$ cat src/rtl/decoder_scan_seq_if.sv
// Handshake/control and code bundle between a scan controller and the decoder scanner.
// The master side drives the scan controls, and the slave side returns the code and status.
interface decoder_scan_seq_if #(
    parameter int DWELL_W = 4
);
    logic               start;
    logic               stop;
    logic               dir;
    logic               cont;
    logic [DWELL_W-1:0] dwell;
    logic               A;
    logic               B;
    logic               C;
    logic               busy;
    logic               wrap;
    logic               done;

    modport master (
        output start, stop, dir, cont, dwell,
        input  A, B, C, busy, wrap, done
    );

    modport slave (
        input  start, stop, dir, cont, dwell,
        output A, B, C, busy, wrap, done
    );
endinterface

$ cat src/rtl/decoder_scan_seq.sv
// Steps a 3-bit code {C,B,A} through 0..7 (up or down) for a 3-to-8 decoder.
// Each code is held for dwell+1 cycles, in single-pass or continuous mode.
module decoder_scan_seq #(
    parameter int DWELL_W = 4
) (
    input  logic              clk,
    input  logic              reset,
    decoder_scan_seq_if.slave bus
);
    typedef enum logic {
        IDLE = 1'b0,
        SCAN = 1'b1
    } state_t;

    localparam logic [DWELL_W-1:0] CNT_ZERO = {DWELL_W{1'b0}};
    localparam logic [DWELL_W-1:0] CNT_ONE  = {{(DWELL_W-1){1'b0}}, 1'b1};

    state_t             state_r;
    logic [2:0]         code_r;
    logic [DWELL_W-1:0] cnt_r;
    logic [DWELL_W-1:0] dwell_r;
    logic               dir_r;
    logic               cont_r;
    logic               busy_r;
    logic               wrap_r;
    logic               done_r;
    logic [2:0]         step_code_s;
    logic               at_wrap_s;

    // Next code in the latched direction, and whether that step crosses the 7/0 boundary
    always_comb begin
        step_code_s = code_r;
        at_wrap_s   = 1'b0;
        if (dir_r) begin
            step_code_s = code_r - 3'd1;
            at_wrap_s   = (code_r == 3'd0);
        end else begin
            step_code_s = code_r + 3'd1;
            at_wrap_s   = (code_r == 3'd7);
        end
    end

    // Scan FSM: state, code, dwell counter, latched configuration and status pulses
    always_ff @(posedge clk) begin
        if (reset) begin
            state_r <= IDLE;
            code_r  <= 3'd0;
            cnt_r   <= CNT_ZERO;
            dwell_r <= CNT_ZERO;
            dir_r   <= 1'b0;
            cont_r  <= 1'b0;
            busy_r  <= 1'b0;
            wrap_r  <= 1'b0;
            done_r  <= 1'b0;
        end else begin
            wrap_r <= 1'b0;
            done_r <= 1'b0;
            case (state_r)
                IDLE: begin
                    // stop beats start when both arrive together
                    if (bus.start && !bus.stop) begin
                        state_r <= SCAN;
                        busy_r  <= 1'b1;
                        code_r  <= bus.dir ? 3'd7 : 3'd0;
                        dir_r   <= bus.dir;
                        cont_r  <= bus.cont;
                        dwell_r <= bus.dwell;
                        cnt_r   <= bus.dwell;
                    end else begin
                        busy_r <= 1'b0;
                    end
                end
                SCAN: begin
                    if (bus.stop) begin
                        state_r <= IDLE;
                        busy_r  <= 1'b0;
                    end else if (cnt_r != CNT_ZERO) begin
                        cnt_r <= cnt_r - CNT_ONE;
                    end else begin
                        code_r <= step_code_s;
                        cnt_r  <= dwell_r;
                        if (at_wrap_s) begin
                            wrap_r <= 1'b1;
                            // A single pass ends on its wrap, with the code back at the start value
                            if (!cont_r) begin
                                state_r <= IDLE;
                                busy_r  <= 1'b0;
                                done_r  <= 1'b1;
                            end else begin
                                busy_r <= 1'b1;
                            end
                        end else begin
                            busy_r <= 1'b1;
                        end
                    end
                end
                default: begin
                    state_r <= IDLE;
                    busy_r  <= 1'b0;
                end
            endcase
        end
    end

    assign bus.A    = code_r[0];
    assign bus.B    = code_r[1];
    assign bus.C    = code_r[2];
    assign bus.busy = busy_r;
    assign bus.wrap = wrap_r;
    assign bus.done = done_r;
endmodule

$ cat src/flat_wrapper.sv
// flat-port wrapper written by rule: the top's interface ports become plain ports
module decoder_scan_seq_flat 
#(
    parameter int DWELL_W = 4
)
  (clk, reset, bus_start, bus_stop, bus_dir, bus_cont, bus_dwell, bus_A, bus_B, bus_C, bus_busy, bus_wrap, bus_done);
  decoder_scan_seq_if #(.DWELL_W(DWELL_W)) bus_i ();
  input  logic clk;
  input  logic reset;
  input wire logic [$bits(bus_i.start)-1:0] bus_start;
  input wire logic [$bits(bus_i.stop)-1:0] bus_stop;
  input wire logic [$bits(bus_i.dir)-1:0] bus_dir;
  input wire logic [$bits(bus_i.cont)-1:0] bus_cont;
  input wire logic [$bits(bus_i.dwell)-1:0] bus_dwell;
  output wire logic [$bits(bus_i.A)-1:0] bus_A;
  output wire logic [$bits(bus_i.B)-1:0] bus_B;
  output wire logic [$bits(bus_i.C)-1:0] bus_C;
  output wire logic [$bits(bus_i.busy)-1:0] bus_busy;
  output wire logic [$bits(bus_i.wrap)-1:0] bus_wrap;
  output wire logic [$bits(bus_i.done)-1:0] bus_done;
  assign bus_i.start = bus_start;
  assign bus_i.stop = bus_stop;
  assign bus_i.dir = bus_dir;
  assign bus_i.cont = bus_cont;
  assign bus_i.dwell = bus_dwell;
  assign bus_A = bus_i.A;
  assign bus_B = bus_i.B;
  assign bus_C = bus_i.C;
  assign bus_busy = bus_i.busy;
  assign bus_wrap = bus_i.wrap;
  assign bus_done = bus_i.done;
  decoder_scan_seq #(.DWELL_W(DWELL_W)) u_core (.clk(clk), .reset(reset), .bus(bus_i));
endmodule
$ cat config.mk
export PLATFORM = sky130hd
export DESIGN_NAME = decoder_scan_seq_flat
export DESIGN_NICKNAME = d
export VERILOG_FILES = /design/src/rtl/decoder_scan_seq_if.sv /design/src/rtl/decoder_scan_seq.sv /design/src/flat_wrapper.sv
export SDC_FILE = /design/constraint.sdc
export NUM_CORES = 1
export LEC_CHECK = 0
export ABC_AREA = 1
export BUFFER_PORTS_ARGS = -buffer_cell sky130_fd_sc_hd__buf_2
export CAP_MARGIN = 20
export CORE_ASPECT_RATIO = 0.8
export CORE_MARGIN = 2
export CORE_UTILIZATION = 35
export DETAILED_ROUTE_END_ITERATION = 8
export MAX_ROUTING_LAYER = met4
export PLACE_DENSITY = 0.57
export SYNTH_ARGS = -nofsm -noshare
export SYNTH_HDL_FRONTEND = slang
export SYNTH_SLANG_ARGS = --single-unit
$ cat constraint.sdc
create_clock -name clk -period 3 [get_ports clk]
set_clock_uncertainty 0.1 [all_clocks]
set_input_delay 0.3 -clock clk [delete_from_list [all_inputs] [get_ports clk]]
set_output_delay 0.3 -clock clk [all_outputs]
set_load 0.01 [all_outputs]
# Yosys cells after proc, flatten, opt, wreduce, memory -nomap -nowiden
# Cells that the tools add are included.
[totals] word_cells=50 n_memories=0 romBits=0 input_bits=10 ff_bits=17 latch_bits=0 ram_bits=0 out_inout_bits=6
[op_classes] multipliers=0 eq_ne=5 order_cmp=0 reduce_logical=9 add_sub_neg=3 muxes=22 shifts=0 bitwise=2 div_mod_pow=0
[ops] op="2-to-1 mux 3 bit" count=5
[ops] op="2-to-1 mux 4 bit" count=3
[ops] op="2-to-1 mux 1 bit" count=10
[ops] op="one-hot mux 4 bit (2 select lines)" count=1
[ops] op="one-hot mux 3 bit (2 select lines)" count=1
[ops] op="OR reduction 5 bit" count=1
[ops] op="inequality test 2 bit, second input constant" count=2
[ops] op="one-hot mux 1 bit (2 select lines)" count=2
[ops] op="AND reduction 2 bit" count=2
[ops] op="nonzero test 4 bit" count=1
[ops] op="OR reduction 4 bit" count=1
[ops] op="subtractor 4 x 1 -> 4 bit, second input constant" count=1
[ops] op="adder 3 x 1 -> 3 bit, second input constant" count=1
[ops] op="equality test 3 bit, second input constant" count=1
[ops] op="zero test 3 bit" count=1
[ops] op="inequality test 3 bit, second input constant" count=1
[ops] op="AND reduction 3 bit" count=1
[ops] op="subtractor 3 x 1 -> 3 bit, second input constant" count=1
[ops] op="inequality test 2 x 1 -> 1 bit, second input constant" count=1
[ops] op="inverter 1 bit" count=2
[ops] op="logical AND 1 bit" count=1
[ops] op="zero test 1 bit" count=1

# Logic depth before layout (Yosys ltp)
# Gate-level depths: netlist of the first run.
[logic_depth] depth_word=6 depth_mapped=8 ltp_nobuf=8

# Least setup slack after synthesis of the first run
# Ideal clock, no wire load.
[synth_path] path_type="register to register" startpoint="register u_core.code_r[1]" endpoint="register u_core.code_r[2]" t_arrival_ps=1208 path_buffers=0 setup_ps=111 stages_incl_launch_ff=9 period_less_slack_ps=1420 required_ps=2789 slack_ps=1580 path_cell_list="dfxtp_1 inv_1 fa_1 inv_1 nand3_1 nand2_1 nor2_1 nor2_1 nor2_1"
[synth_between] elab_chain_cells=5 word_cells_on_any_way=6 cone_classes="add/sub: 2; mux: 4"
[synth_lines] item="start: declaration" line="decoder_scan_seq.sv:19" rtl="logic [2:0] code_r;"
[synth_lines] item="start signal: assignment" line="decoder_scan_seq.sv:64" rtl="code_r <= bus.dir ? 3'd7 : 3'd0;"
[synth_lines] item="start signal: assignment" line="decoder_scan_seq.sv:80" rtl="code_r <= step_code_s;"
[synth_lines] item="adder 3 x 1 -> 3 bit or subtractor 3 x 1 -> 3 bit (tied branches)" line="decoder_scan_seq.sv:38, decoder_scan_seq.sv:35"
[synth_lines] item="2-to-1 mux 3 bit *" line="decoder_scan_seq.sv:34" rtl="if (dir_r) begin"
[synth_lines] item="2-to-1 mux 3 bit *" line="decoder_scan_seq.sv:77" rtl="end else if (cnt_r != CNT_ZERO) begin"
[synth_lines] item="2-to-1 mux 3 bit *" line="decoder_scan_seq.sv:74" rtl="if (bus.stop) begin"
[synth_lines] item="one-hot mux 3 bit (2 select lines) *" line="decoder_scan_seq.sv:58" rtl="case (state_r)"
# Mark *: on every way between the ends. The rest lies on a longest branch, timed or not. The select of a mux whose other input is x is not followed.
# A chain may end at the register's enable or synchronous reset.

# Worst setup path in the final report of the first run
[layout_path] startpoint="register u_core.cnt_r[0]" endpoint="register u_core.done_r (netlist: u_core.bus.done)"
[layout_between] elab_chain_cells=2
[layout_lines] item="start: declaration" line="decoder_scan_seq.sv:20" rtl="logic [DWELL_W-1:0] cnt_r;"
[layout_lines] item="start signal: assignment" line="decoder_scan_seq.sv:68" rtl="cnt_r <= bus.dwell;"
[layout_lines] item="start signal: assignment" line="decoder_scan_seq.sv:78" rtl="cnt_r <= cnt_r - CNT_ONE;"
[layout_lines] item="start signal: assignment" line="decoder_scan_seq.sv:81" rtl="cnt_r <= dwell_r;"
[layout_lines] item="nonzero test 4 bit" line="decoder_scan_seq.sv:77"
[layout_lines] item="OR reduction 5 bit (no source line)"
[layout_lines] item="end signal: assignment" line="decoder_scan_seq.sv:54" rtl="done_r <= 1'b0;"
[layout_lines] item="end signal: assignment" line="decoder_scan_seq.sv:57" rtl="done_r <= 1'b0;"
[layout_lines] item="end signal: assignment" line="decoder_scan_seq.sv:88" rtl="done_r <= 1'b1;"
[layout_lines] item="end: declaration" line="decoder_scan_seq.sv:26" rtl="logic done_r;"
# No other way between the ends.

==> flow_summary_export.csv, run 1 <==
group,metric,value,unit
worst_setup_path,r2r-end,"u_core.bus.done$_SDFF_PP0_",
detailed_routing,vias_per_cell,4.65,
run,drv_cap,0,
clock_network,htree_levels,1,
worst_hold_path,holdPathStages,2,
power_and_ir_drop,peakVddDrop,0.163,mV
cells_and_area,areaGrowthSynthToFinish,15.1,%
clock_network,cts_tree,"yes",
sta,fin_crit,1450,ps
global_routing,grt_pass1_vias,812,
worst_setup_path,critPathCapture,"u_core.bus.done$_SDFF_PP0_",
detailed_routing,antenna_left,0,
place,dpl.hpwl,1490,um
yosys,yosys_warnings,0,
clock_network,cts_sinks,17,
global_routing,grt_usage,15.8,%
die,start_util,36.5,%
sta,min_period_over_period,48.5,%
worst_setup_path,worstSetupEndpointType,"register",
clock_network,cts_buffer_depth,2,
global_routing,grt_max_degree,16,
die,boundaryPins,16,
yosys,syn_area,892,um2
global_routing,grt_antenna_before_repair,0,
sta,setup_ws,1550,ps
clock_network,cts_buffers,3,
sta,setup_tns,0,ps
worst_setup_path,crit_start,"u_core.cnt_r[0]$_SDFFE_PP0P_",
die,row_count,16,
place,dp_slack,1570,ps
yosys,syn_inst,128,
run_status,status,"complete, no violations",
clock_network,postCtsSetupBuffers,0,
detailed_routing,drcViolationCount,0,
cells_and_area,diodes,0,
worst_setup_path,worstPathArrival,1570,ps
yosys,ys_ff_latch,17,
detailed_routing,dr.pass1.iters,4,
die,coreArea,2440,um2
detailed_routing,drtIter0Drc,31,
sta,rsz0062_at_grt,"no",
yosys,netlist_top_cells_area,"dfxtp_1 (38%), inv_1 (9.3%), nand2_1 (9.3%)",
yosys,avgSynthCellArea,6.97,um2
detailed_routing,avgRoutedWirePerCell,10.4,um
global_routing,grt_pass1_wl,3530,um
clock_network,clock_latency,280,ps
yosys,ys_async_sr_fraction,0,%
detailed_routing,wl,1890,um
detailed_routing,vias,847,
place,routabilityCongestion,0.836,
die,die-width,60.4,um
yosys,synth.top_cells.by_count,"inv_1 (22), nand2_1 (22), dfxtp_1 (17)",
yosys,ys.flop_type,"dfxtp_1",
worst_setup_path,r2r-start,"u_core.cnt_r[0]$_SDFFE_PP0P_",
yosys,synth_cell_types,20,
clock_network,clk_pin_slew,100,ps
cells_and_area,layout-drive-gt1-share,18.5,%
yosys,synth_edf_count,0,
yosys,yosysSeqAreaShare,38.1,%
cells_and_area,fill_cells,276,
place,placement.io_buffers,15,
sta,tightest_slew,255,ps
worst_setup_path,path_max_fanout,5,
clock_network,ctsResizeCount,0,
cells_and_area,fin_nets,159,
clock_network,hold_buffers,0,
worst_setup_path,critPathKind,"register to register",
cells_and_area,fin_util,42.1,%
power_and_ir_drop,p_leak,0.473,nW
sta,hold_viol,0,
sta,whs,170,ps
worst_setup_path,worst-endpoint-required,3120,ps
sta,drv_slew,0,
sta,setup_violations,0,
die,fp.dieH,49.2,um
place,place_area,1000,um2
worst_setup_path,r2r_slack,1550,ps
worst_setup_path,start_kind,"register",
clock_network,root_buffer,"clkbuf_4",
sta,max_freq,0.688,GHz
power_and_ir_drop,cellPowerDensity,459,nW/um2
global_routing,grt_overflow,0,
yosys,syn_nets,140,
yosys,synth_top_cell_by_area,"dfxtp_1",
worst_setup_path,ff2ff_path_depth,6,
sta,max_slew_margin,82.9,%
worst_hold_path,hold_path_class,"input pin to register",
cells_and_area,fin_area,1030,um2
yosys,synth_top_area_share,38.1,%
die,die_area,2970,um2
## worst min-delay path by stage
stage	startpoint	endpoint	slack, ps
detailed placement	u_core.cont_r$_SDFFE_PP0P_	u_core.bus.done$_SDFF_PP0_	320
global route	reset	u_core.code_r[0]$_SDFFE_PP0P_	160
CTS	reset	u_core.code_r[0]$_SDFFE_PP0P_	160
finish	reset	u_core.code_r[0]$_SDFFE_PP0P_	170
global placement	u_core.cont_r$_SDFFE_PP0P_	u_core.bus.done$_SDFF_PP0_	320
floorplan	reset	u_core.code_r[0]$_SDFFE_PP0P_	260
## per-stage QoR
stage / cells / total power, W
after global placement: 178 / 0.000354
after detailed placement: 178 / 0.000356
after CTS: 182 / 0.000480
final: 182 / 0.000471
after floorplan: 128 / 0.000327
after global routing: 182 / 0.000508
## routing by layer
| metal | up-vias | part of all wire, % | global-route usage [%] |
|---|---|---|---|
| met5 | - | 0 | - |
| met4 | 0 | 0.48 | 3.26 |
| met3 | 2 | 4.2 | 2.39 |
| met2 | 13 | 46 | 23.7 |
| met1 | 380 | 50 | 22.7 |
| li1 | 452 | - | - |
## sequential cells by signal, indices dropped and copies added, names as in the netlist
signal	flops
u_core.cnt_r	4
u_core.dwell_r	4
u_core.code_r	3
u_core.bus.busy	1
u_core.bus.done	1
u_core.bus.wrap	1
u_core.cont_r	1
u_core.dir_r	1
u_core.state_r	1
## report_power, final
group | switching, W | leakage [nW] | internal, W
logic | 0.0000644 | 0.318 | 0.0000353
clock network | 0.0000696 | 0.0150 | 0.0000516
registers | 0.0000104 | 0.140 | 0.000240
## cell type report
cell class	count	area [um2]	area share [%]
multi-input combinational	86	450	43.8
tap	36	45.0	4.38
sequential	17	340	33.1
timing repair buffer	15	75.1	7.31
clock buffer	4	26.3	2.56
inverter	24	90.1	8.77
## cell families (layout without fill, tap and decap cells)
logic type | count (synthesis) | count (layout) | synth area share, %
buffers and inverters | 25 | 43 | 11.4
flip-flops | 17 | 17 | 38.1
AND/OR/NAND/NOR | 57 | 57 | 30.4
AO/OA/AOI/OAI | 27 | 27 | 16.4
adder cells (fa/ha/maj) | 2 | 2 | 3.65
## critical path, stage by stage (launching register included)
cell	delay [ps]
dfxtp_1	340
inv_1	100
ha_1	270
nand2_1	170
inv_2	130
nand3_1	120
nor3_2	170
## cell usage in the layout, fill, tap and decap left out
cell	Yosys	routed
dfxtp_1	17	17
inv_2	2	2
nor3_1	1	1
a21oi_1	10	10
a21oi_2	1	1
nand3_4	1	1
clkbuf_1	0	1
nor2_4	1	1
a211oi_1	3	3
fa_1	1	1
nand2_1	22	22
o21ai_0	13	13
clkbuf_4	0	3
nand2_2	2	2
nor3_2	1	1
buf_2	0	15
inv_1	22	22
nand3_1	12	12
nand3_2	1	1
nand4_1	1	1
ha_1	1	1
nor2_1	15	15
No activity file was read; power rests on OpenSTA's default activity.
==> run 2: changes to the inputs <==
Settings changed: PLACE_DENSITY 0.57 to 0.59.
Clock period 3 ns to 1.25 ns, I/O delays scaled along.
==> run 2 against run 1 <==
Worst hold slack lost 150 ps. Cell area grew 17%. Sequential share of layout area fell by 3.8 points. Clock power is 150% higher. Worst setup slack got worse by 1700 ps. Non-clock buffer count increased by 14. Global-route usage is 1.0 points higher. Combinational power grew to 3.4 times the previous value. Wire length grew 13%. Critical path type unchanged. Sequential power grew 140%. Highest routed layer unchanged. Flip-flop and latch count unchanged. Via count increased by 7.8%. The run now ends with setup timing left.
==> flow_summary_export.csv, run 2 (synthesis gave the netlist of run 1 again) <==
group,metric,value,unit
cells_and_area,final_common_cell,"nand2_1",
detailed_routing,antenna_left,0,
sta,hold_viol,0,
power_and_ir_drop,p_comb_share,27.1,%
power_and_ir_drop,seq_power_share,48.5,%
place,dp.cells,191,
power_and_ir_drop,p_clk_share,24.5,%
clock_network,cts_buffers,3,
sta,drv_slew,0,
cells_and_area,layout-drive-gt1-share,40.0,%
clock_network,cts_sinks,17,
cells_and_area,stdcell_count,196,
sta,setup_tns,-179,ps
power_and_ir_drop,cellPowerDensity,1030,nW/um2
cells_and_area,fin_nets,173,
sta,tightest_slew,311,ps
cells_and_area,diodes,0,
detailed_routing,avgRoutedWirePerCell,10.9,um
sta,min_period_over_period,108,%
detailed_routing,drcViolationCount,0,
cells_and_area,most-common-layout-cells,"nand2_1 (19), inv_1 (17), buf_2 (15)",
clock_network,clock_latency,290,ps
sta,setup_ws,-104,ps
worst_setup_path,path_max_fanout,2,
power_and_ir_drop,switching_power,0.000392,W
die,start_util,36.5,%
clock_network,cts_tree,"yes",
global_routing,grt_usage,16.9,%
place,placement.io_buffers,15,
run_status,status,"complete, but fails checks",
place,dp_slack,-87.4,ps
cells_and_area,top_regs,"u_core.cnt_r: 4 flops, u_core.dwell_r: 4 flops, u_core.code_r: 3 flops",
place,dpl.hpwl,1680,um
die,coreArea,2440,um2
power_and_ir_drop,p_leak,0.546,nW
detailed_routing,vias_per_cell,4.66,
global_routing,grt_pass1_wl,3770,um
power_and_ir_drop,p_int,0.000842,W
die,die-width,60.4,um
sta,max_slew_margin,79.2,%
die,boundaryPins,16,
global_routing,grt_pass1_vias,868,
cells_and_area,areaGrowthSynthToFinish,34.8,%
clock_network,root_buffer,"clkbuf_4",
power_and_ir_drop,peakVddDrop,0.563,mV
worst_setup_path,start_kind,"register",
detailed_routing,wl,2130,um
place,routabilityCongestion,0.912,
worst_setup_path,r2r_slack,-100,ps
detailed_routing,drtIter0Drc,34,
sta,fin_crit,1350,ps
cells_and_area,fin_area,1200,um2
run,drv_cap,0,
sta,rsz0062_at_grt,"yes",
die,die_area,2970,um2
worst_setup_path,worstSetupEndpointType,"register",
detailed_routing,dr.pass1.iters,4,
worst_setup_path,worst-endpoint-required,1330,ps
global_routing,grt_max_degree,10,
clock_network,htree_levels,1,
cells_and_area,fill_cells,256,
place,place_area,1110,um2
clock_network,clk_pin_slew,110,ps
sta,max_freq,0.738,GHz
run_status,violations,"setup timing",
global_routing,grt_antenna_before_repair,0,
clock_network,cts_buffer_depth,2,
die,fp.dieH,49.2,um
worst_hold_path,hold_path_class,"input pin to register",
global_routing,grt_overflow,0,
worst_setup_path,worstPathArrival,1440,ps
die,row_count,16,
worst_setup_path,critPathKind,"register to register",
sta,setup_violations,2,
clock_network,hold_buffers,0,
power_and_ir_drop,swShare,31.7,%
detailed_routing,vias,913,
-- run 2: changes by cell type in the layout (fill, tap and decap cells not counted), sizes merged --
cell  previous run  this run
buf             15        29
-- run 2: through the flow --
step           hold slack, ps  utilization [%]  power, W
2_1_floorplan            78.3                -  0.000785
3_3_place_gp              311             45.4  0.000898
3_5_place_dp              325             45.4  0.000900
4_1_cts                  18.6             47.1   0.00121
5_1_grt                  19.8             49.2   0.00132
6_report                 22.6             49.2   0.00123
-- run 2: what timing repair did --
| action | in CTS | in global routing |
|---|---|---|
| endpoints found under the setup margin | 11 | 14 |
| setup buffers | 0 | 1 |
| resized for setup | 6 | 17 |
| pin swaps | 2 | 5 |
-- run 2: layer usage --
| metal | track usage, % | part of all wire [%] |
|---|---|---|
| met4 | 3.26 | 1.0 |
| met1 | 25.1 | 50 |
| met3 | 3.45 | 5.8 |
| met2 | 23.7 | 43 |
| met5 | - | 0 |
-- run 2: path summary, 6_finish.rpt --
path	cells past startpoint	endpoint	startpoint
setup / recovery	5	u_core.code_r[1]$_SDFFE_PP0P_	u_core.code_r[1]$_SDFFE_PP0P_
hold / removal	3	u_core.dwell_r[3]$_SDFFE_PP0P_	bus_dwell[3]
setup reg to reg	5	u_core.code_r[1]$_SDFFE_PP0P_	u_core.code_r[1]$_SDFFE_PP0P_
hold reg to reg	1	u_core.bus.done$_SDFF_PP0_	u_core.cont_r$_SDFFE_PP0P_
-- run 2: final cells by class --
class                           instances  area [um2]  area share [%]
Tap cell                               36        45.0            3.75
Multi-Input combinational cell         86         505            42.0
Sequential cell                        17         353            29.3
Clock buffer                            4        26.3            2.19
Inverter                               24        92.6            7.70
Timing Repair Buffer                   29         180            15.0
-- run 2: worst max-delay path, stage by stage, from the launching register on --
cell     delay (ps)
dfxtp_4         370
inv_4            40
fa_2            560
nor2_1           50
nor2_1          100
nor2_1           40
-- run 2: power by group through the flow --
| stage | clock network [W] | logic, W | registers (W) |
|---|---|---|---|
| 2_1_floorplan | 0 | 0.000172 | 0.000613 |
| 3_3_place_gp | 0 | 0.000292 | 0.000606 |
| 3_5_place_dp | 0 | 0.000294 | 0.000606 |
| 4_1_cts | 0.000305 | 0.000307 | 0.000594 |
| 5_1_grt | 0.000338 | 0.000377 | 0.000603 |
| 6_report | 0.000302 | 0.000334 | 0.000598 |
